$ cat config.mk
export PLATFORM = sky130hd
export DESIGN_NAME = card_turn_controller
export DESIGN_NICKNAME = d
export VERILOG_FILES = /design/src/rtl/card_turn_controller.sv
export SDC_FILE = /design/constraint.sdc
export NUM_CORES = 1
export LEC_CHECK = 0
export CORE_ASPECT_RATIO = 1.5
export CORE_MARGIN = 2
export CORE_UTILIZATION = 47
export CTS_BUF_LIST = sky130_fd_sc_hd__clkbuf_8
export CTS_CLUSTER_SIZE = 8
export DETAILED_ROUTE_END_ITERATION = 8
export PLACE_DENSITY_LB_ADDON = 0.3
export RECOVER_POWER = 50
export SETUP_SLACK_MARGIN = 0.4
export SLEW_MARGIN = 0
export SYNTH_ARGS = -nofsm -noshare
export SYNTH_HDL_FRONTEND = slang
export SYNTH_SLANG_ARGS = --single-unit
$ cat constraint.sdc
create_clock -name clock -period 2.7 [get_ports clock]
set_clock_uncertainty 0.2 [all_clocks]
set_input_delay 0.27 -clock clock [delete_from_list [all_inputs] [get_ports clock]]
set_output_delay 0.27 -clock clock [all_outputs]
set_load 0.05 [all_outputs]
$ cat src/rtl/card_turn_controller.sv
// Turn sequencer for the 6x6 memory game: accepts two picks, fetches both card
// values from the card RAM, compares them and keeps masks, scores and turn order.
module card_turn_controller #(
    parameter int NUM_CARDS   = 36,
    parameter int IDX_W       = 6,
    parameter int VAL_W       = 5,
    parameter int NUM_PAIRS   = 18,
    parameter int SHOW_CYCLES = 50
) (
    input  logic                 clock,
    input  logic                 reset_n,
    input  logic                 select,
    input  logic                 restart,
    input  logic [IDX_W-1:0]     cursor,
    output logic [IDX_W-1:0]     rd_addr,
    input  logic [VAL_W-1:0]     rd_data,
    output logic [VAL_W-1:0]     data1,
    output logic [VAL_W-1:0]     data2,
    output logic [NUM_CARDS-1:0] face_up,
    output logic [NUM_CARDS-1:0] matched,
    output logic [4:0]           pairs_found,
    output logic [4:0]           score0,
    output logic [4:0]           score1,
    output logic                 player,
    output logic                 pair_found,
    output logic                 mismatch,
    output logic                 busy,
    output logic                 game_over
);

    localparam int CNT_W = (SHOW_CYCLES > 1) ? $clog2(SHOW_CYCLES) : 1;

    typedef enum logic [3:0] {
        PICK1, READ1, CAP1, PICK2, READ2, CAP2, COMPARE, SHOW, OVER
    } state_t;

    state_t           state, state_next;
    logic [IDX_W-1:0] idx1, idx2;
    logic [CNT_W-1:0] show_cnt;
    logic             legal_pick;
    logic             is_match;
    logic             last_pair;
    logic             show_done;

    always_comb begin
        legal_pick = 1'b0;
        if (select && (cursor < IDX_W'(NUM_CARDS)) && !matched[cursor]) begin
            legal_pick = (state == PICK1) || ((state == PICK2) && (cursor != idx1));
        end
    end

    assign is_match  = (data1 == data2);
    assign last_pair = (pairs_found == 5'(NUM_PAIRS - 1));
    assign show_done = (show_cnt == '0);
    assign busy      = !((state == PICK1) || (state == PICK2));

    always_ff @(posedge clock or negedge reset_n) begin
        if (!reset_n) begin
            state <= PICK1;
        end else begin
            state <= state_next;
        end
    end

    always_comb begin
        state_next = state;
        case (state)
            PICK1:   if (legal_pick) state_next = READ1;
            READ1:   state_next = CAP1;
            CAP1:    state_next = PICK2;
            PICK2:   if (legal_pick) state_next = READ2;
            READ2:   state_next = CAP2;
            CAP2:    state_next = COMPARE;
            COMPARE: begin
                if (is_match) state_next = last_pair ? OVER : PICK1;
                else          state_next = SHOW;
            end
            SHOW:    if (show_done) state_next = PICK1;
            OVER:    state_next = OVER;
            default: state_next = PICK1;
        endcase
        if (restart) state_next = PICK1;
    end

    always_ff @(posedge clock or negedge reset_n) begin
        if (!reset_n) begin
            idx1        <= '0;
            idx2        <= '0;
            rd_addr     <= '0;
            data1       <= '0;
            data2       <= '0;
            face_up     <= '0;
            matched     <= '0;
            pairs_found <= '0;
            score0      <= '0;
            score1      <= '0;
            player      <= 1'b0;
            pair_found  <= 1'b0;
            mismatch    <= 1'b0;
            game_over   <= 1'b0;
            show_cnt    <= '0;
        end else if (restart) begin
            idx1        <= '0;
            idx2        <= '0;
            rd_addr     <= '0;
            data1       <= '0;
            data2       <= '0;
            face_up     <= '0;
            matched     <= '0;
            pairs_found <= '0;
            score0      <= '0;
            score1      <= '0;
            player      <= 1'b0;
            pair_found  <= 1'b0;
            mismatch    <= 1'b0;
            game_over   <= 1'b0;
            show_cnt    <= '0;
        end else begin
            pair_found <= 1'b0;
            mismatch   <= 1'b0;
            game_over  <= (state_next == OVER);
            case (state)
                PICK1: if (legal_pick) begin
                    idx1    <= cursor;
                    rd_addr <= cursor;
                end
                CAP1: begin
                    data1         <= rd_data;
                    face_up[idx1] <= 1'b1;
                end
                PICK2: if (legal_pick) begin
                    idx2    <= cursor;
                    rd_addr <= cursor;
                end
                CAP2: begin
                    data2         <= rd_data;
                    face_up[idx2] <= 1'b1;
                end
                COMPARE: begin
                    if (is_match) begin
                        // face_up bits stay set; they are now owned by matched
                        matched[idx1] <= 1'b1;
                        matched[idx2] <= 1'b1;
                        pair_found    <= 1'b1;
                        if (pairs_found < 5'(NUM_PAIRS)) begin
                            pairs_found <= pairs_found + 5'd1;
                            if (player) score1 <= score1 + 5'd1;
                            else        score0 <= score0 + 5'd1;
                        end
                    end else begin
                        mismatch <= 1'b1;
                        show_cnt <= CNT_W'(SHOW_CYCLES - 1);
                    end
                end
                SHOW: begin
                    if (show_done) begin
                        face_up[idx1] <= 1'b0;
                        face_up[idx2] <= 1'b0;
                        player        <= ~player;
                    end else begin
                        show_cnt <= show_cnt - 1'b1;
                    end
                end
                default: ;
            endcase
        end
    end

endmodule

==> results of run 1 <==
[layout by cell type, fill, tap and decap left out, types with 11 or more instances in the layout]
cell                              instances
sky130_fd_sc_hd__dfrtp_1                129
sky130_fd_sc_hd__clkdlybuf4s50_1        118
sky130_fd_sc_hd__nand2_1                102
sky130_fd_sc_hd__a21oi_1                 86
sky130_fd_sc_hd__nor2_1                  81
sky130_fd_sc_hd__nand3_1                 63
sky130_fd_sc_hd__o21ai_0                 61
sky130_fd_sc_hd__a211oi_1                38
sky130_fd_sc_hd__buf_4                   31
sky130_fd_sc_hd__mux2i_1                 30
sky130_fd_sc_hd__clkbuf_8                17
sky130_fd_sc_hd__xor2_1                  13
sky130_fd_sc_hd__o21ai_1                 12
sky130_fd_sc_hd__xnor2_1                 11
[worst register-to-register path, stage by stage, from the launching register on]
cell and delay (ns):
sky130_fd_sc_hd__dfrtp_1 0.50, sky130_fd_sc_hd__nand4bb_1 0.27, sky130_fd_sc_hd__nand3b_1 0.29, sky130_fd_sc_hd__nor4_4 0.29, sky130_fd_sc_hd__buf_4 0.19, sky130_fd_sc_hd__nand4_1 0.12, sky130_fd_sc_hd__xor2_1 0.16, sky130_fd_sc_hd__nor2_1 0.06
[cells by family after synthesis]
| kind of cell | count (synthesis) | share of synthesized area [%] |
|---|---|---|
| buf+inv | 74 | 4.944 |
| xor+xnor | 24 | 2.967 |
| fa+ha+maj | 6 | 1.059 |
| compound gates | 236 | 20.25 |
| flops | 129 | 45.56 |
| simple gates | 312 | 20.98 |
| mux | 30 | 4.238 |
[cell type report]
class,instances,area (um^2)
well taps,199,249.0
repair buffers,173,1768
fillers,1300,5675
clock buffers,17,234.0
clock inverters,15,168.9
flip-flops and latches,129,3228
inverters,8,30.03
multi-input cells,608,3580
[how the worst max path moves through the flow]
| stage | startpoint | to | slack (ns) |
|---|---|---|---|
| 2_1_floorplan | data1[4] | state[2] | 0.51 |
| 3_3_place_gp | cursor[1] | state[1] | 0.02 |
| 3_5_place_dp | cursor[1] | idx2[0] | -0.009 |
| 4_1_cts | state[1] | busy | 0.30 |
| 5_1_grt | state[3] | pairs_found[3] | 0.32 |
| 6_report | matched[9] | matched[9] | 0.47 |
[routing by layer]
layer	global-route usage, %	wire (um)	share of wire, %
met1	31.92	8263	37
met2	46.33	11340	51
met3	5.647	1305	5.9
met4	14.67	1246	5.6
met5	0	0	0
[flip-flops by register name (all words and copies together) (netlist names)]
signal / count
face_up: 36
matched: 36
idx1: 6
idx2: 6
rd_addr: 6
show_cnt: 6
data1: 5
data2: 5
pairs_found: 5
score0: 5
score1: 5
state: 4
game_over: 1
mismatch: 1
pair_found: 1
player: 1
[power by group through the flow]
stage | Clock [W] | Combinational (W) | Sequential [W]
final | 0.00172 | 0.000601 | 0.00201
after global routing | 0.00183 | 0.000643 | 0.00201
after CTS | 0.00173 | 0.000568 | 0.00200
after detailed placement | 0 | 0.000566 | 0.00204
after global placement | 0 | 0.000562 | 0.00204
after floorplan | 0 | 0.000296 | 0.00208
[metrics by stage]
| step | util (%) | cell area (um^2) | instances |
|---|---|---|---|
| finish | 61.99 | 9258 | 1149 |
| global route | 61.99 | 9258 | 1149 |
| CTS | 60.81 | 9081 | 1141 |
| detailed placement | 58.00 | 8661 | 1107 |
| global placement | 58.00 | 8661 | 1107 |
| floorplan | - | 7086 | 811 |
[timing repair]
action,in CTS,in global routing
resized for setup,2,20
gates cloned,0,4
pin swaps,0,7
endpoints found under the setup margin,2,61
hold buffers,2,0
hold endpoints to repair,51,0
buffers inserted,0,4
==> out/qor.yml, run 1 <==
number_of_nets_with_antenna_violations_after_routing: 0
whs_path_depth: 3
outcome: "complete, no violations"
detailedPlacementHpwl_mm: 15.10
synth.avg_cell_area_um2: 8.737
synth_top_area_cell: "sky130_fd_sc_hd__dfrtp_1"
drv_slew: 0
timing.reg2reg.setup_slack_ns: 0.49
pwr-share-seq_pct: 46.4
post-synth-top-area-fraction_pct: 45.56
final.setup.tns_ns: 0
synth.top_cells.by_area: "sky130_fd_sc_hd__dfrtp_1, sky130_fd_sc_hd__a21oi_1, sky130_fd_sc_hd__nand2_1, sky130_fd_sc_hd__nand3_1, sky130_fd_sc_hd__o21ai_0"
critical_path_buf_inv_count: 1
fin_crit_sh_pct: 82.46
share_of_post_route_cells_with_drive_strength_above_1_pct: 12.00
place_congestion: 0.9361
worst-slew-pin-transition_ns: 1.171
num-nets-final: 958
initial_core_util_pct: 47.45
synth.yosys.warnings: 0
power_report.internal_total_w: 0.003021
timing.final.setup_violations: 0
clockPowerShare_pct: 39.7
diodes: 0
flop_and_latch_count_out_of_synthesis: 129
setup_ws_ns: 0.4736
vias_per_cell: 5.905
htree_levels: 4
floorplan.core_area_um2: 14930
path_depth: 1
buffer_ports.inserted: 122
clock-root-buffer: "sky130_fd_sc_hd__clkbuf_8"
drt_first_pass_iters: 5
fin_worst_hold_slack_ns: 0.2570
synthesis.area_um2: 7086
hold_path_end: "data1[0]"
cts_buffers: 17
fmaxAchievable_mhz: 449.2
dieWidth_um: 104.3
synth_edf_count: 0
number_of_vias_after_detailed_routing: 6785
power-per-cell-area_nw_per_um2: 467.1
critPathKind: "flop to output port"
grt_use_total_pct: 27.10
dp_slack_ns: -0.009422
ys_top_cells_by_count: "sky130_fd_sc_hd__dfrtp_1, sky130_fd_sc_hd__nand2_1, sky130_fd_sc_hd__a21oi_1"
hp-start: "rd_data[0]"
worst_case_clock_buffer_depth: 2
drt_iter0_drcs: 555
peakVddDrop_mv: 0.3315
grt_max_degree: 115
finalHoldViolCount: 0
critical_path.reg2reg.endpoint: "score0[4]"
power.switching_w: 0.001303
routed_wirelength_mm: 22.15
netlist-cell-type-count: 60
crit_path_max_incr_delay_ns: 0.84
worst_r2r_path_depth: 7
critPathArrivalTime_ns: 1.76
dieArea_um2: 16090
synthCells: 811
cts_tree: "built"
cp_cell_sequence: "clkdlybuf4s50_1"
p_leak_nw: 3.815
cp_max_fo: 3
grt_pass1_wl_mm: 34.28
p_comb_share_pct: 13.9
worst_hold_path_type: "input port to flop"
placement_rows: 55
synth_nets: 832
synthArstFlopShare_pct: 100.0
worstSetupEndpointType: "output port"
ios: 123
synth_most_common_cell: "sky130_fd_sc_hd__dfrtp_1"
grt_pass1_vias: 6409
critPathTopFamily: "buffers and inverters"
clock_sink_count: 129
antenna_found_initial: 0
slew_headroom_pct: 21.94
routedWlPerCell_um: 19.28
insertion_delay_ns: 0.45
syn2layout_area_growth_pct: 30.66
synth.yosys.seq_area_share_pct: 45.56
fp.dieH_um: 154.4
cap_violations: 0
power_w: 0.004324
worst_ep_required_time_ns: 2.23
grt-ovfl-total: 0
cp_slowest_cell: "sky130_fd_sc_hd__clkdlybuf4s50_1"
final_period_minus_worst_setup_slack_ns: 2.226
r2r_start: "state[3]"
post-route-drc-count: 0
critPathLaunchType: "flop"
rsz_0062_raised_after_global_routing: "true"
p_sw_share_pct: 30.14
clk_pin_slew_worst_paths_ns: 0.09
yosys_most_used_dff: "sky130_fd_sc_hd__dfrtp_1"
No activity file was read; power rests on OpenSTA's default activity.
==> inputs of run 2 (changes only) <==
==> constraint.sdc (replaced) <==
create_clock -name clock -period 1.9 [get_ports clock]
set_clock_uncertainty 0.2 [all_clocks]
set_input_delay 0.19 -clock clock [delete_from_list [all_inputs] [get_ports clock]]
set_output_delay 0.19 -clock clock [all_outputs]
set_load 0.05 [all_outputs]
==> out/qor.yml, run 2 (synthesized netlist as in run 1, its figures left out) <==
cp_max_fo: 7  # was 3
clockPowerShare_pct: 34.9  # was 39.7%
grt_max_degree: 89  # was 115
worst_hold_path_type: "input port to flop"  # unchanged
cts_tree: "built"  # unchanged
power_w: 0.006630  # was 0.004324 W
p_sw_share_pct: 34.50  # was 30.14%
timing.final.setup_violations: 118  # was 0
floorplan.core_area_um2: 14930  # unchanged
ios: 123  # unchanged
drt_first_pass_iters: 9  # was 5
commonest_non_fill_non_tap_cell_in_the_layout: "sky130_fd_sc_hd__buf_4"  # was sky130_fd_sc_hd__dfrtp_1
routedWlPerCell_um: 26.28  # was 19.28 um
clock-root-buffer: "sky130_fd_sc_hd__clkbuf_8"  # unchanged
outcome: "finished with violations"  # was complete, no violations
worst-slew-pin-transition_ns: 0.7950  # was 1.171 ns
clock_sink_count: 129  # unchanged
htree_levels: 4  # unchanged
share_of_post_route_cells_with_drive_strength_above_1_pct: 56.96  # was 12.00%
worst_ep_required_time_ns: 2.03  # was 2.23 ns
slew_headroom_pct: 47.00  # was 21.94%
dieWidth_um: 104.3  # unchanged
finalHoldViolCount: 1  # was 0
setup_ws_ns: -0.4968  # was 0.4736 ns
rsz_0062_raised_after_global_routing: "true"  # unchanged
timing.critical_path.mode_cell: "sky130_fd_sc_hd__buf_4"
peakVddDrop_mv: 0.4508  # was 0.3315 mV
antenna_found_initial: 0  # unchanged
critPathLaunchType: "flop"  # unchanged
p_comb_share_pct: 22.3  # was 13.9%
post-route-drc-count: 24  # was 0
fin_crit_sh_pct: 126.1
failing_checks: "design-rule violations, negative hold slack, negative setup slack"
drt_iter0_drcs: 792  # was 555
drv_slew: 0  # unchanged
pwr-share-seq_pct: 42.9  # was 46.4%
clk_pin_slew_worst_paths_ns: 0.09  # about the same
fmaxAchievable_mhz: 417.2
num-nets-final: 1128  # was 958
place_congestion: 0.9485  # was 0.9361
dp.cells: 1201  # was 1107
critical_path_buf_inv_count: 3  # was 1
final_util_pct: 82.56  # was 61.99%
dieArea_um2: 16090  # unchanged
number_of_nets_with_antenna_violations_after_routing: 0  # unchanged
grt-ovfl-total: 0  # unchanged
insertion_delay_ns: 0.47  # was 0.45 ns
worstSetupEndpointType: "flop"  # was output port
worst_case_clock_buffer_depth: 2  # unchanged
number_of_vias_after_detailed_routing: 8605  # was 6785
p_leak_nw: 5.363  # was 3.815 nW
grt_pass1_vias: 7807  # was 6409
diodes: 0  # unchanged
power_report.internal_total_w: 0.004342  # was 0.003021 W
initial_core_util_pct: 47.45  # unchanged
cap_violations: 0  # unchanged
grt_use_total_pct: 33.54  # was 27.10%
vias_per_cell: 6.524  # was 5.905
buffer_ports.inserted: 122  # unchanged
placement_rows: 55  # unchanged
fin_cells: 1319  # was 1149
fp.dieH_um: 154.4  # unchanged
final_period_minus_worst_setup_slack_ns: 2.397
critPathArrivalTime_ns: 2.52  # was 1.76 ns
syn2layout_area_growth_pct: 74.01  # was 30.66%
critPathKind: "flop to flop"  # was flop to output port
cp_cell_sequence: "mux2i_1, buf_4, a22oi_2, nand4_4, buf_4, a41o_4, clkbuf_16, nand3_2, a21oi_2"  # was clkdlybuf4s50_1
power.switching_w: 0.002288  # was 0.001303 W
routed_wirelength_mm: 34.66  # was 22.15 mm
fin_worst_hold_slack_ns: -0.008150  # was 0.2570 ns
cts_buffers: 17  # unchanged
reg.largest.list: "face_up (36), matched (36)"  # unchanged
grt_pass1_wl_mm: 42.19  # was 34.28 mm
layout_common_cells: "sky130_fd_sc_hd__buf_4, sky130_fd_sc_hd__nand2_1, sky130_fd_sc_hd__buf_6"  # was sky130_fd_sc_hd__dfrtp_1, sky130_fd_sc_hd__clkdlybuf4s50_1, sky130_fd_sc_hd__nand2_1
power-per-cell-area_nw_per_um2: 537.7  # was 467.1 nW/um^2
detailedPlacementHpwl_mm: 16.70  # was 15.10 mm
crit_path_max_incr_delay_ns: 0.40  # was 0.84 ns
cp_slowest_cell: "sky130_fd_sc_hd__dfrtp_2"  # was sky130_fd_sc_hd__clkdlybuf4s50_1
critPathTopFamily: "compound AO/OA/AOI/OAI gates"  # was buffers and inverters
[run 2: worst reg2reg max path, delay by kind of cell (launching register included)]
family | cells | cell delay (ns)
buf+inv | 3 | 0.53
mux | 1 | 0.12
simple gates | 2 | 0.29
flops | 1 | 0.40
compound gates | 3 | 0.72
[run 2: final timing paths]
kind                       slack, ns         from  depth (start not counted)          end
hold reg to reg                 0.34  matched[31]                          2  matched[31]
hold / removal                -0.008    cursor[0]                          4   rd_addr[0]
min in group asynchronous       0.14      reset_n                          2  matched[26]
setup / recovery               -0.50   matched[3]                          9      idx1[1]
max in group asynchronous       0.16      reset_n                          3  matched[19]
setup reg to reg               -0.50   matched[3]                          9      idx1[1]
[run 2: stage by stage]
stage	setup slack, ns	TNS (ns)	cell area, um^2
3_5_place_dp	-0.8216	-17.60	9630
4_1_cts	-0.1307	-5.916	11140
5_1_grt	-0.5220	-29.35	12330
6_report	-0.4968	-23.97	12330
3_3_place_gp	-0.7810	-16.39	9630
2_1_floorplan	-0.09617	-0.9320	7615
[run 2: repair_timing]
action	CTS	global route
gates resized for setup	199	158
cloned	7	12
setup endpoints to repair	161	187
hold endpoints to repair	132	0
pin swaps	41	52
buffers inserted	22	43
hold buffers	2	0
[run 2: metal layers]
layer	wire length (um)	vias to the layer above	GRT usage, %
met3	3405	289	6.490
met2	16660	700	57.14
li1	-	3468	-
met1	11230	4148	37.66
met5	0	-	0
met4	3362	0	23.62
[run 2: cell type report]
class | instances | area, um^2
clock buffer | 17 | 234.0
sequential | 129 | 3288
timing repair buffer | 343 | 3739
inverter | 8 | 30.03
multi-input combinational | 608 | 4663
tap | 199 | 249.0
clock inverter | 15 | 126.4
fill | 706 | 2604
[run 2: power by group through the flow]
stage / sequential, W / clock, W / combinational (W)
finish: 0.00284 / 0.00231 / 0.00148
global route: 0.00285 / 0.00243 / 0.00151
CTS: 0.00283 / 0.00226 / 0.00116
detailed placement: 0.00288 / 0 / 0.00100
global placement: 0.00288 / 0 / 0.000994
floorplan: 0.00296 / 0 / 0.000509
==> inputs of run 3 (changes only) <==
--- a/config.mk
+++ b/config.mk
@@ -6,8 +6,7 @@
 export NUM_CORES = 1
 export LEC_CHECK = 0
 export CORE_ASPECT_RATIO = 1.5
-export CORE_MARGIN = 2
-export CORE_UTILIZATION = 47
+export CORE_UTILIZATION = 50
 export CTS_BUF_LIST = sky130_fd_sc_hd__clkbuf_8
 export CTS_CLUSTER_SIZE = 8
 export DETAILED_ROUTE_END_ITERATION = 8
==> out/qor.yml, run 3 (synthesized netlist as in run 1, its figures left out) <==
clock_sink_count: 129  # unchanged
drv_slew: 0  # unchanged
power_w: 0.006877  # was 0.006630 W
placement_rows: 52  # was 55
drt_iter0_drcs: 753  # was 792
worst_case_clock_buffer_depth: 2  # unchanged
grt_pass1_vias: 7899  # was 7807
power-per-cell-area_nw_per_um2: 566.3  # was 537.7 nW/um^2
grt_pass1_wl_mm: 43.24  # was 42.19 mm
number_of_nets_with_antenna_violations_after_routing: 0  # unchanged
critPathArrivalTime_ns: 2.37  # was 2.52 ns
routedWlPerCell_um: 25.55  # was 26.28 um
cts_tree: "built"  # unchanged
clk_pin_slew_worst_paths_ns: 0.09  # about the same
syn2layout_area_growth_pct: 71.38  # was 74.01%
diodes: 0  # unchanged
commonest_non_fill_non_tap_cell_in_the_layout: "sky130_fd_sc_hd__buf_4"  # unchanged
floorplan.core_area_um2: 13660  # was 14930 um^2
worst-slew-pin-transition_ns: 0.6392  # was 0.7950 ns
dp.cells: 1167  # was 1201
detailedPlacementHpwl_mm: 17.68  # was 16.70 mm
peakVddDrop_mv: 0.4386  # was 0.4508 mV
worst_ep_required_time_ns: 2.03  # about the same
place_congestion: 0.9569  # was 0.9485
placedInstanceArea_um2: 9594  # was 9630 um^2
vias_per_cell: 6.504  # was 6.524
outcome: "finished with violations"  # unchanged
cp_max_fo: 4  # was 7
layout_common_cells: "sky130_fd_sc_hd__buf_4, sky130_fd_sc_hd__nand2_1, sky130_fd_sc_hd__dfrtp_1"  # was sky130_fd_sc_hd__buf_4, sky130_fd_sc_hd__nand2_1, sky130_fd_sc_hd__buf_6
rsz_0062_raised_after_global_routing: "true"  # unchanged
clock-root-buffer: "sky130_fd_sc_hd__clkbuf_8"  # unchanged
htree_levels: 4  # unchanged
fmaxAchievable_mhz: 448.0  # was 417.2 MHz
failing_checks: "negative setup slack"  # was design-rule violations, negative hold slack, negative setup slack
reg.largest.list: "face_up (36), matched (36)"  # unchanged
number_of_vias_after_detailed_routing: 8325  # was 8605
p_leak_nw: 5.295  # was 5.363 nW
critPathLaunchType: "flop"  # unchanged
insertion_delay_ns: 0.48  # was 0.47 ns
antenna_found_initial: 0  # unchanged
dieWidth_um: 99.20  # was 104.3 um
fin_crit_sh_pct: 117.5  # was 126.1%
num-nets-final: 1126  # was 1128
final_area_um2: 12140  # was 12330 um^2
post-route-drc-count: 0  # was 24
slew_headroom_pct: 57.39  # was 47.00%
routed_wirelength_mm: 32.70  # was 34.66 mm
grt_max_degree: 96  # was 89
finalHoldViolCount: 0  # was 1
ios: 123  # unchanged
worst_hold_path_type: "input port to async pin"  # was input port to flop
dieArea_um2: 14660  # was 16090 um^2
initial_core_util_pct: 51.86  # was 47.45%
critPathKind: "flop to flop"  # unchanged
timing.final.setup_violations: 123  # was 118
drt_first_pass_iters: 8  # was 9
cts_buffers: 17  # unchanged
setup_ws_ns: -0.3319  # was -0.4968 ns
grt_use_total_pct: 39.08  # was 33.54%
fp.dieH_um: 147.8  # was 154.4 um
cap_violations: 0  # unchanged
share_of_post_route_cells_with_drive_strength_above_1_pct: 53.49  # was 56.96%
fin_cells: 1280  # was 1319
fin_worst_hold_slack_ns: 0.05234  # was -0.008150 ns
grt-ovfl-total: 0  # unchanged
buffer_ports.inserted: 122  # unchanged
worstSetupEndpointType: "flop"  # unchanged
final_period_minus_worst_setup_slack_ns: 2.232  # was 2.397 ns
run 3: changes by cell type in the layout (fill, tap and decap cells not counted), moves of 5 or more:
cell	change
sky130_fd_sc_hd__o21ai_1	-11
sky130_fd_sc_hd__buf_8	+5
sky130_fd_sc_hd__a211oi_1	+22
sky130_fd_sc_hd__o21ai_0	+12
sky130_fd_sc_hd__buf_4	+9
sky130_fd_sc_hd__buf_16	+6
sky130_fd_sc_hd__clkbuf_16	-5
sky130_fd_sc_hd__buf_6	-13
sky130_fd_sc_hd__nand3_2	-6
sky130_fd_sc_hd__a211oi_2	-22
run 3: final timing paths:
| check | startpoint | endpoint | slack (ns) | depth (start not counted) |
|---|---|---|---|---|
| setup reg to reg | show_cnt[4] | face_up[3] | -0.33 | 8 |
| setup / recovery | show_cnt[4] | face_up[3] | -0.33 | 8 |
| hold / removal | reset_n | matched[25] | 0.05 | 2 |
| max in group asynchronous | reset_n | matched[8] | 0.29 | 3 |
| min in group clock | cursor[0] | rd_addr[0] | 0.06 | 4 |
| hold reg to reg | matched[22] | matched[22] | 0.34 | 2 |
run 3: power by group:
part,switching (W),internal (W),total (W)
registers,0.0000537,0.00279,0.00284
clock network,0.00131,0.00134,0.00265
logic,0.000810,0.000578,0.00139
total,0.00217,0.00470,0.00688
run 3: through the flow:
stage / worst slack [ns] / util [%] / TNS, ns
final: -0.3319 / 88.87 / -21.60
after global routing: -0.3779 / 88.87 / -27.40
after CTS: -0.1440 / 83.96 / -7.754
after detailed placement: -0.7353 / 70.22 / -20.36
after global placement: -0.6634 / 70.22 / -16.72
after floorplan: -0.09617 / - / -0.9320
run 3: cell type report:
type / count / area, um^2
Clock inverter: 15 / 197.7
Inverter: 8 / 30.03
Sequential cell: 129 / 3287
Tap cell: 162 / 202.7
Timing Repair Buffer: 341 / 3721
Multi-Input combinational cell: 608 / 4471
Clock buffer: 17 / 234.0
Fill cell: 599 / 1520
run 3: per-layer routing:
layer / track usage (%) / part of all wire [%] / vias to the layer above
li1: - / - / 3476
met1: 42.99 / 32 / 4084
met2: 68.85 / 50 / 548
met3: 5.863 / 8.6 / 217
met4: 27.13 / 8.6 / 0
met5: 0 / 0 / -
run 3: what timing repair did:
action / CTS / global route
hold endpoints to repair: 131 / 0
gates resized for setup: 212 / 86
gates cloned: 12 / 4
setup buffers: 37 / 26
pin swaps: 39 / 53
hold buffers: 2 / 0
setup endpoints to repair: 166 / 175
run 3: worst max-delay path, cell delays in order, from the launching register on:
cell and delay [ns]:
sky130_fd_sc_hd__dfrtp_1 0.41, sky130_fd_sc_hd__nor3_4 0.26, sky130_fd_sc_hd__a31oi_1 0.11, sky130_fd_sc_hd__o22a_1 0.21, sky130_fd_sc_hd__o21bai_4 0.17, sky130_fd_sc_hd__buf_6 0.20
sky130_fd_sc_hd__clkbuf_16 0.17, sky130_fd_sc_hd__a21oi_2 0.05, sky130_fd_sc_hd__a211oi_1 0.31
